### config.mk
export PLATFORM = sky130hd
export DESIGN_NAME = kf_frame_loader
export DESIGN_NICKNAME = d
export VERILOG_FILES = /design/src/rtl/kf_frame_loader.sv
export SDC_FILE = /design/constraint.sdc
export NUM_CORES = 1
export LEC_CHECK = 0
export ABC_AREA = 1
export CAP_MARGIN = 10
export CORE_ASPECT_RATIO = 1.25
export CORE_MARGIN = 3
export CORE_UTILIZATION = 47
export DETAILED_ROUTE_END_ITERATION = 8
export PLACE_DENSITY = 0.8
export REMOVE_ABC_BUFFERS = 1
export SLEW_MARGIN = 20
export SYNTH_ARGS = -nofsm -noshare
export SYNTH_HDL_FRONTEND = slang
export SYNTH_SLANG_ARGS = --single-unit
### constraint.sdc
create_clock -name clk -period 3.85 [get_ports clk]
set_input_delay 0.77 -clock clk [delete_from_list [all_inputs] [get_ports clk]]
set_output_delay 0.77 -clock clk [all_outputs]
set_load 0.01 [all_outputs]
### src/rtl/kf_frame_loader.sv
// kf_frame_loader
// Host-side frame loader for the Kalman filter core. Measurement words arriving
// on a valid/ready stream are written to consecutive data-bank addresses. The
// loader then pulses START, waits for READY to fall and rise again, captures
// DATA_OUT and offers it on an output valid/ready stream. A watchdog abandons
// runs that never complete and raises a sticky error flag.
//
// Ports
//   clk, rst                 clock, asynchronous active-high reset
//   in_valid/in_data/in_ready     measurement stream (in_ready is combinational)
//   out_valid/out_data/out_ready  estimate stream
//   kf_ready, kf_data_out    core READY and DATA_OUT
//   kf_start, kf_data_in, kf_dir, kf_write   core START and write port
//   err_clr, err_timeout     watchdog flag clear / sticky flag
//   busy                     high unless idle in LOAD with no word loaded
//   frame_cnt                completed frames, wraps at 2^16
module kf_frame_loader #(
  parameter int W     = 24,
  parameter int ADDRW = 5,
  parameter int NIN   = 2,
  parameter int BASE  = 0,
  parameter int TMO   = 1023
) (
  input  logic             clk,
  input  logic             rst,
  input  logic             in_valid,
  input  logic [W-1:0]     in_data,
  output logic             in_ready,
  output logic             out_valid,
  output logic [W-1:0]     out_data,
  input  logic             out_ready,
  input  logic             kf_ready,
  input  logic [W-1:0]     kf_data_out,
  output logic             kf_start,
  output logic [W-1:0]     kf_data_in,
  output logic [ADDRW-1:0] kf_dir,
  output logic             kf_write,
  input  logic             err_clr,
  output logic             err_timeout,
  output logic             busy,
  output logic [15:0]      frame_cnt
);

  // Counter wide enough to hold TMO itself.
  localparam int CW = $clog2(TMO + 1);
  // Address arithmetic wraps naturally because everything is ADDRW bits wide.
  localparam logic [ADDRW-1:0] BASE_A   = ADDRW'(BASE);
  localparam logic [ADDRW-1:0] LAST_IDX = ADDRW'(NIN - 1);
  localparam logic [CW-1:0]    TMO_C    = CW'(TMO);

  typedef enum logic [2:0] {
    LOAD      = 3'd0,
    KICK      = 3'd1,
    WAIT_BUSY = 3'd2,
    WAIT_DONE = 3'd3,
    EMIT      = 3'd4
  } state_t;

  state_t           state_q, state_d;
  logic [ADDRW-1:0] idx_q, idx_d;
  logic [CW-1:0]    wd_q, wd_d;
  logic [CW-1:0]    wd_inc;
  logic             wd_hit;
  logic             kf_start_q, kf_start_d;
  logic             kf_write_q, kf_write_d;
  logic [ADDRW-1:0] kf_dir_q, kf_dir_d;
  logic [W-1:0]     kf_data_in_q, kf_data_in_d;
  logic             out_valid_q, out_valid_d;
  logic [W-1:0]     out_data_q, out_data_d;
  logic [15:0]      frame_cnt_q, frame_cnt_d;
  logic             err_q, err_d;
  logic             busy_q, busy_d;

  // Watchdog fires on the cycle its count would reach TMO.
  assign wd_inc = wd_q + CW'(1'b1);
  assign wd_hit = (wd_inc == TMO_C);

  // No input buffering: accept only while loading and the core is ready.
  // Held low while reset is asserted so the stream sees no acceptance.
  assign in_ready = (state_q == LOAD) && kf_ready && !rst;

  assign kf_start    = kf_start_q;
  assign kf_write    = kf_write_q;
  assign kf_dir      = kf_dir_q;
  assign kf_data_in  = kf_data_in_q;
  assign out_valid   = out_valid_q;
  assign out_data    = out_data_q;
  assign frame_cnt   = frame_cnt_q;
  assign err_timeout = err_q;
  assign busy        = busy_q;

  // Next-state, write-port, capture and watchdog decisions.
  always_comb begin
    state_d      = state_q;
    idx_d        = idx_q;
    wd_d         = wd_q;
    kf_start_d   = 1'b0;
    kf_write_d   = 1'b0;
    kf_dir_d     = kf_dir_q;
    kf_data_in_d = kf_data_in_q;
    out_valid_d  = out_valid_q;
    out_data_d   = out_data_q;
    frame_cnt_d  = frame_cnt_q;
    busy_d       = busy_q;

    // A timeout below overrides this clear, so the set wins.
    if (err_clr) begin
      err_d = 1'b0;
    end else begin
      err_d = err_q;
    end

    case (state_q)
      LOAD: begin
        if (in_valid && kf_ready) begin
          kf_write_d   = 1'b1;
          kf_data_in_d = in_data;
          kf_dir_d     = BASE_A + idx_q;
          if (idx_q == LAST_IDX) begin
            idx_d   = '0;
            state_d = KICK;
          end else begin
            idx_d = idx_q + ADDRW'(1'b1);
          end
        end else begin
          idx_d = idx_q;
        end
      end
      KICK: begin
        kf_start_d = 1'b1;
        wd_d       = '0;
        state_d    = WAIT_BUSY;
      end
      WAIT_BUSY: begin
        wd_d = wd_inc;
        if (wd_hit) begin
          err_d   = 1'b1;
          idx_d   = '0;
          state_d = LOAD;
        end else if (!kf_ready) begin
          state_d = WAIT_DONE;
        end else begin
          state_d = WAIT_BUSY;
        end
      end
      WAIT_DONE: begin
        wd_d = wd_inc;
        if (wd_hit) begin
          err_d   = 1'b1;
          idx_d   = '0;
          state_d = LOAD;
        end else if (kf_ready) begin
          out_data_d  = kf_data_out;
          out_valid_d = 1'b1;
          state_d     = EMIT;
        end else begin
          state_d = WAIT_DONE;
        end
      end
      EMIT: begin
        if (out_ready) begin
          out_valid_d = 1'b0;
          frame_cnt_d = frame_cnt_q + 16'd1;
          state_d     = LOAD;
        end else begin
          state_d = EMIT;
        end
      end
      default: begin
        idx_d   = '0;
        state_d = LOAD;
      end
    endcase

    if ((state_d == LOAD) && (idx_d == '0)) begin
      busy_d = 1'b0;
    end else begin
      busy_d = 1'b1;
    end
  end

  // State and output registers.
  always_ff @(posedge clk or posedge rst) begin
    if (rst) begin
      state_q      <= LOAD;
      idx_q        <= '0;
      wd_q         <= '0;
      kf_start_q   <= 1'b0;
      kf_write_q   <= 1'b0;
      kf_dir_q     <= '0;
      kf_data_in_q <= '0;
      out_valid_q  <= 1'b0;
      out_data_q   <= '0;
      frame_cnt_q  <= 16'd0;
      err_q        <= 1'b0;
      busy_q       <= 1'b0;
    end else begin
      state_q      <= state_d;
      idx_q        <= idx_d;
      wd_q         <= wd_d;
      kf_start_q   <= kf_start_d;
      kf_write_q   <= kf_write_d;
      kf_dir_q     <= kf_dir_d;
      kf_data_in_q <= kf_data_in_d;
      out_valid_q  <= out_valid_d;
      out_data_q   <= out_data_d;
      frame_cnt_q  <= frame_cnt_d;
      err_q        <= err_d;
      busy_q       <= busy_d;
    end
  end

endmodule

[After elaboration in Yosys (flattened, before gate mapping)]
Cells that the tools add are included.
Storage, ports and cells
  output and inout bits: 75
  logic and storage cells: 65
  flip-flop bits (word level): 92
Cells by class
  bitwise logic cells: 1
  eq/ne operators: 9
  add/subtract/negate cells: 3
  muxes and demuxes: 24
  reduce and logical (&&, ||, !) cells: 16
Operators by type and width (count)
  $pmux W10 S2: 1
  $add A16 B1 Y16 const B: 1
  $mux W3: 5
  $mux W5: 3
  $pmux W3 S5: 1
  $pmux W5 S3: 1
  $mux W1: 11
  $add A10 B1 Y10 const B: 1
  $eq A10 B10 Y1 const B: 1
  $eq A3 B2 Y1 const B: 2
  $logic_not A3 Y1: 2
  $ne A2 B2 Y1 const B: 3
  $add A5 B1 Y5 const B: 1
  $eq A5 B1 Y1 const B: 1
  $logic_not A5 Y1: 1
  $logic_and A1 B1 Y1: 4
  $reduce_and A2 Y1: 2
  $reduce_and A4 Y1: 1
  $reduce_bool A2 Y1: 2
  $reduce_or A2 Y1: 2
  $eq A3 B1 Y1 const B: 1
  $eq A3 B3 Y1 const B: 1
  $reduce_and A3 Y1: 1
  $mux W2: 1
  3 further kinds: 3

[Depth between registers and ports, before layout]
  word-level depth: 7
  gate-level depth with buffers: 16
  depth with buffers taken out: 16

[Worst setup path before layout]
No wires, ideal clock.
  kind: flip-flop to flip-flop
  start point: register wd_q[0]
  end point: register out_data_q[10], in the netlist out_data[10]
  cell stages (with the launch flop): 13
  data required time: 3.725 ns
  arrival: 1.843 ns
  setup slack: 1.882 ns
  period minus slack after synthesis: 1.968 ns
  path through: dfrtp_1 > ha_1 > nand2_2 > nand2_1 > nor2_1 > nand2_1 > nor2_2 > nand2_2 > nor2_4 > nand2_8 > nand2_8 > buf_12 > mux2_4
Between the ends
  word-level cells in the longest chain between the ends: 4
Ends and longest elaborated chain
  start: declaration: line 61  | logic [CW-1:0] wd_q, wd_d;
  start signal: assignment: line 200  | wd_q <= wd_d;
  $add A10 B1 Y10: line 75  | assign wd_inc = wd_q + CW'(1'b1);
  $eq A10 B10 Y1: line 76  | assign wd_hit = (wd_inc == TMO_C);
  $not A1 Y1 (no source line)
  $reduce_and A3 Y1 (no source line)
  end signal: assignment: line 206  | out_data_q <= out_data_d;
  end: declaration: line 69  | logic [W-1:0] out_data_q, out_data_d;
No other way between the ends.
A chain may end at the register's enable or synchronous reset.

[Final worst setup path]
  start point: input port kf_ready
  end point: output port in_ready
Between the ends
  word-level cells in the longest chain between the ends: 2
Ends and longest elaborated chain
  start: declaration: line 32  | input logic kf_ready,
  $logic_and A1 B1 Y1 (2 in series): line 80  | assign in_ready = (state_q == LOAD) && kf_ready && !rst;
  end: declaration: line 28  | output logic in_ready,
No other way between the ends.

==> results.toml <==
[die]
fp.dieW_um = 91.02
rows = 38
die_area_um2 = 10220
core_area_um2 = 8748
fp.dieH_um = 112.3
ios = 129
start_util_pct = 48.54

[logic_synthesis]
synth_cell_types = 34
synth-seq-cells = 92
ys_warn_count = 0
ys_seq_area_share_pct = 54.21
synthArstFlopShare_pct = 100.0
syn_avg_cell_area_um2 = 9.586
synth_edf_count = 0
synthCells = 443
syn-cell-area_um2 = 4247
ys.flop_type = "dfrtp_1"

[timing]
tns_ps = 0
worst_slew_margin_rel_pct = 63.44
drv_slew = 0
fin_crit_sh_pct = 74.60
worstMarginPinSlew_ps = 546.4
min_period_ps = 2872
hold_violations = 0
whs_ps = 477.2
finalSetupViolations = 0
max_freq_ghz = 0.3482
skew_ps = 12.13
rsz0062_at_grt = "false"

[clocking]
clk-insertion-delay-late_ps = 360
ctsLongestPathBuffers = 2
cts_tree = "done"
cts_sinks = 92
cts_resized = 0
cts_root_buf = "clkbuf_8"
clkTransAtPathRegs_ps = 100
cts_setup_buffers = 0
h-tree-depth = 3
cts_buffers = 9
ctsHoldBuffers = 0

[drt]
route.detailed.drc = 0
viasPerCell = 4.866
drtAntennaViolNets = 0
wl_per_cell_um = 13.66
num_vias = 3416
wl_met3_um = 630
wl_met2_um = 4906
drt-met1-wl_um = 3837
routed.top_layer = "met4"
detail_route.iter0.violations = 222
drt_wl_total_um = 9592
dr.pass1.iters = 4

[worst_setup_path]
r2r_setup_slack_ps = 1630
cp_common_cell = "clkdlybuf4s50_1"
path_max_fanout = 3
cpMaxStageDelayCell = "clkdlybuf4s50_1"
cp-start-kind = "input port"
cp.required_ps = 3080
crit_path_end_kind = "output port"
slowest_delay_ps = 560
worstPathCellList = "clkdlybuf4s50_1 > inv_1 > nor3_1 > clkdlybuf4s50_1"
arrival_ps = 2100
critPathKind = "in -> out"

[power_and_ir_drop]
p_per_area_nw_per_um2 = 636.7
power.static_leakage_uw = 0.002805
ir_drop_mv = 0.4623

[placed_design]
place_inst = 686
port-buffer-count = 128
globalplace.congestion = 0.8680
post-dp-hpwl_um = 7156

[run_status]
status = "complete, no violations"

[finish]
fin_util_pct = 66.56
insertedDiodeCount = 0
area_growth_syn_to_layout_pct = 37.12
final_cells = 702
fin_nets = 636
drive_gt1_share_pct = 13.40

[global_routing]
track_usage_pct = 19.96
grt_overflow = 0
antenna_found_initial = 0
grt_pass1_wl_um = 16510
grt_pass1_vias = 3448
grt_max_degree = 93

[worst_hold_path]
hp-class = "reg -> reg"

[run]
cap_violations = 0
==> routing by layer <==
layer,vias to the layer above,GRT usage [%]
li1,1661,-
met1,1620,24.17
met2,117,33.69
met3,18,5.362
met4,0,8.249
met5,-,0
==> cells by family (layout without fill, tap and decap cells) <==
family	count (synthesis)	after routing	synth area share (%)
flops	92	92	54.21
mux	24	24	8.043
xor+xnor	11	11	2.446
fa+ha+maj	5	5	1.473
simple gates	226	226	24.22
compound gates	30	30	3.889
buf+inv	55	194	5.716
==> critical path: cells and delay by family <==
kind / cells / cell delay (ps)
buffers and inverters: 3 / 1150
AND/OR/NAND/NOR: 1 / 190
==> synthesized netlist by cell type, types with 6 or more instances <==
| cell type | number | area share (%) |
|---|---|---|
| xor2_1 | 6 | 1.2 |
| nor2_1 | 31 | 2.7 |
| mux2_4 | 19 | 6.7 |
| o21ai_0 | 10 | 1.2 |
| nand2_2 | 7 | 1.0 |
| inv_2 | 6 | 0.53 |
| nor2_2 | 7 | 1.0 |
| nand3_1 | 19 | 2.2 |
| inv_1 | 41 | 3.6 |
| a21oi_1 | 7 | 0.82 |
| dfrtp_1 | 92 | 54 |
| nand2_1 | 142 | 13 |
==> stage by stage <==
step / power (uW) / instance area, um2 / worst slack (ps)
after floorplan: 2306 / 4185 / 688.0
after global placement: 3084 / 5645 / 1006
after detailed placement: 3147 / 5645 / 974.0
after CTS: 3750 / 5823 / 972.4
after global routing: 3965 / 5823 / 841.0
final: 3708 / 5823 / 977.9
==> power by group <==
group	total, uW	internal, uW	switching [uW]
clock network	588	240	348
registers	1510	1290	217
logic	1610	871	736
==> worst paths after layout <==
path,startpoint,end,cells past startpoint
setup / recovery,kf_ready,in_ready,4
hold / removal,kf_data_in[3]$_DFFE_PP0P_,kf_data_in[3]$_DFFE_PP0P_,2
setup reg to reg,wd_q[1]$_DFFE_PP0P_,busy$_DFF_PP0_,15
hold reg to reg,kf_data_in[3]$_DFFE_PP0P_,kf_data_in[3]$_DFFE_PP0P_,2
max in group asynchronous,rst,out_data[19]$_DFFE_PP0P_,3
min in group asynchronous,rst,kf_start$_DFF_PP0_,3
==> sequential cells by signal, indices dropped and copies added (netlist names), 3 cells and up <==
signal      cells
state_q         3
kf_dir          5
out_data       24
wd_q           10
kf_data_in     24
frame_cnt      16
idx_q           5
==> cell usage in the layout (no fill, tap or decap), drive strengths merged, types with 6 or more instances in the layout <==
cell type	netlist	layout
clkbuf	3	10
a21oi	7	7
nand3	24	24
xor2	6	6
dfrtp	92	92
mux2	24	24
nand2	152	152
nor2	43	43
inv	47	47
clkdlybuf4s50	0	128
o21ai	16	16
==> area by class of cell <==
type | instances | area (um2)
flip-flops and latches | 92 | 2302
repair buffers | 130 | 1309
multi-input cells | 296 | 1702
inverters | 48 | 182.7
clock buffers | 10 | 127.6
clock inverters | 6 | 50.05
fillers | 742 | 2925
well taps | 120 | 150.1
No activity file was read; power rests on OpenSTA's default activity.
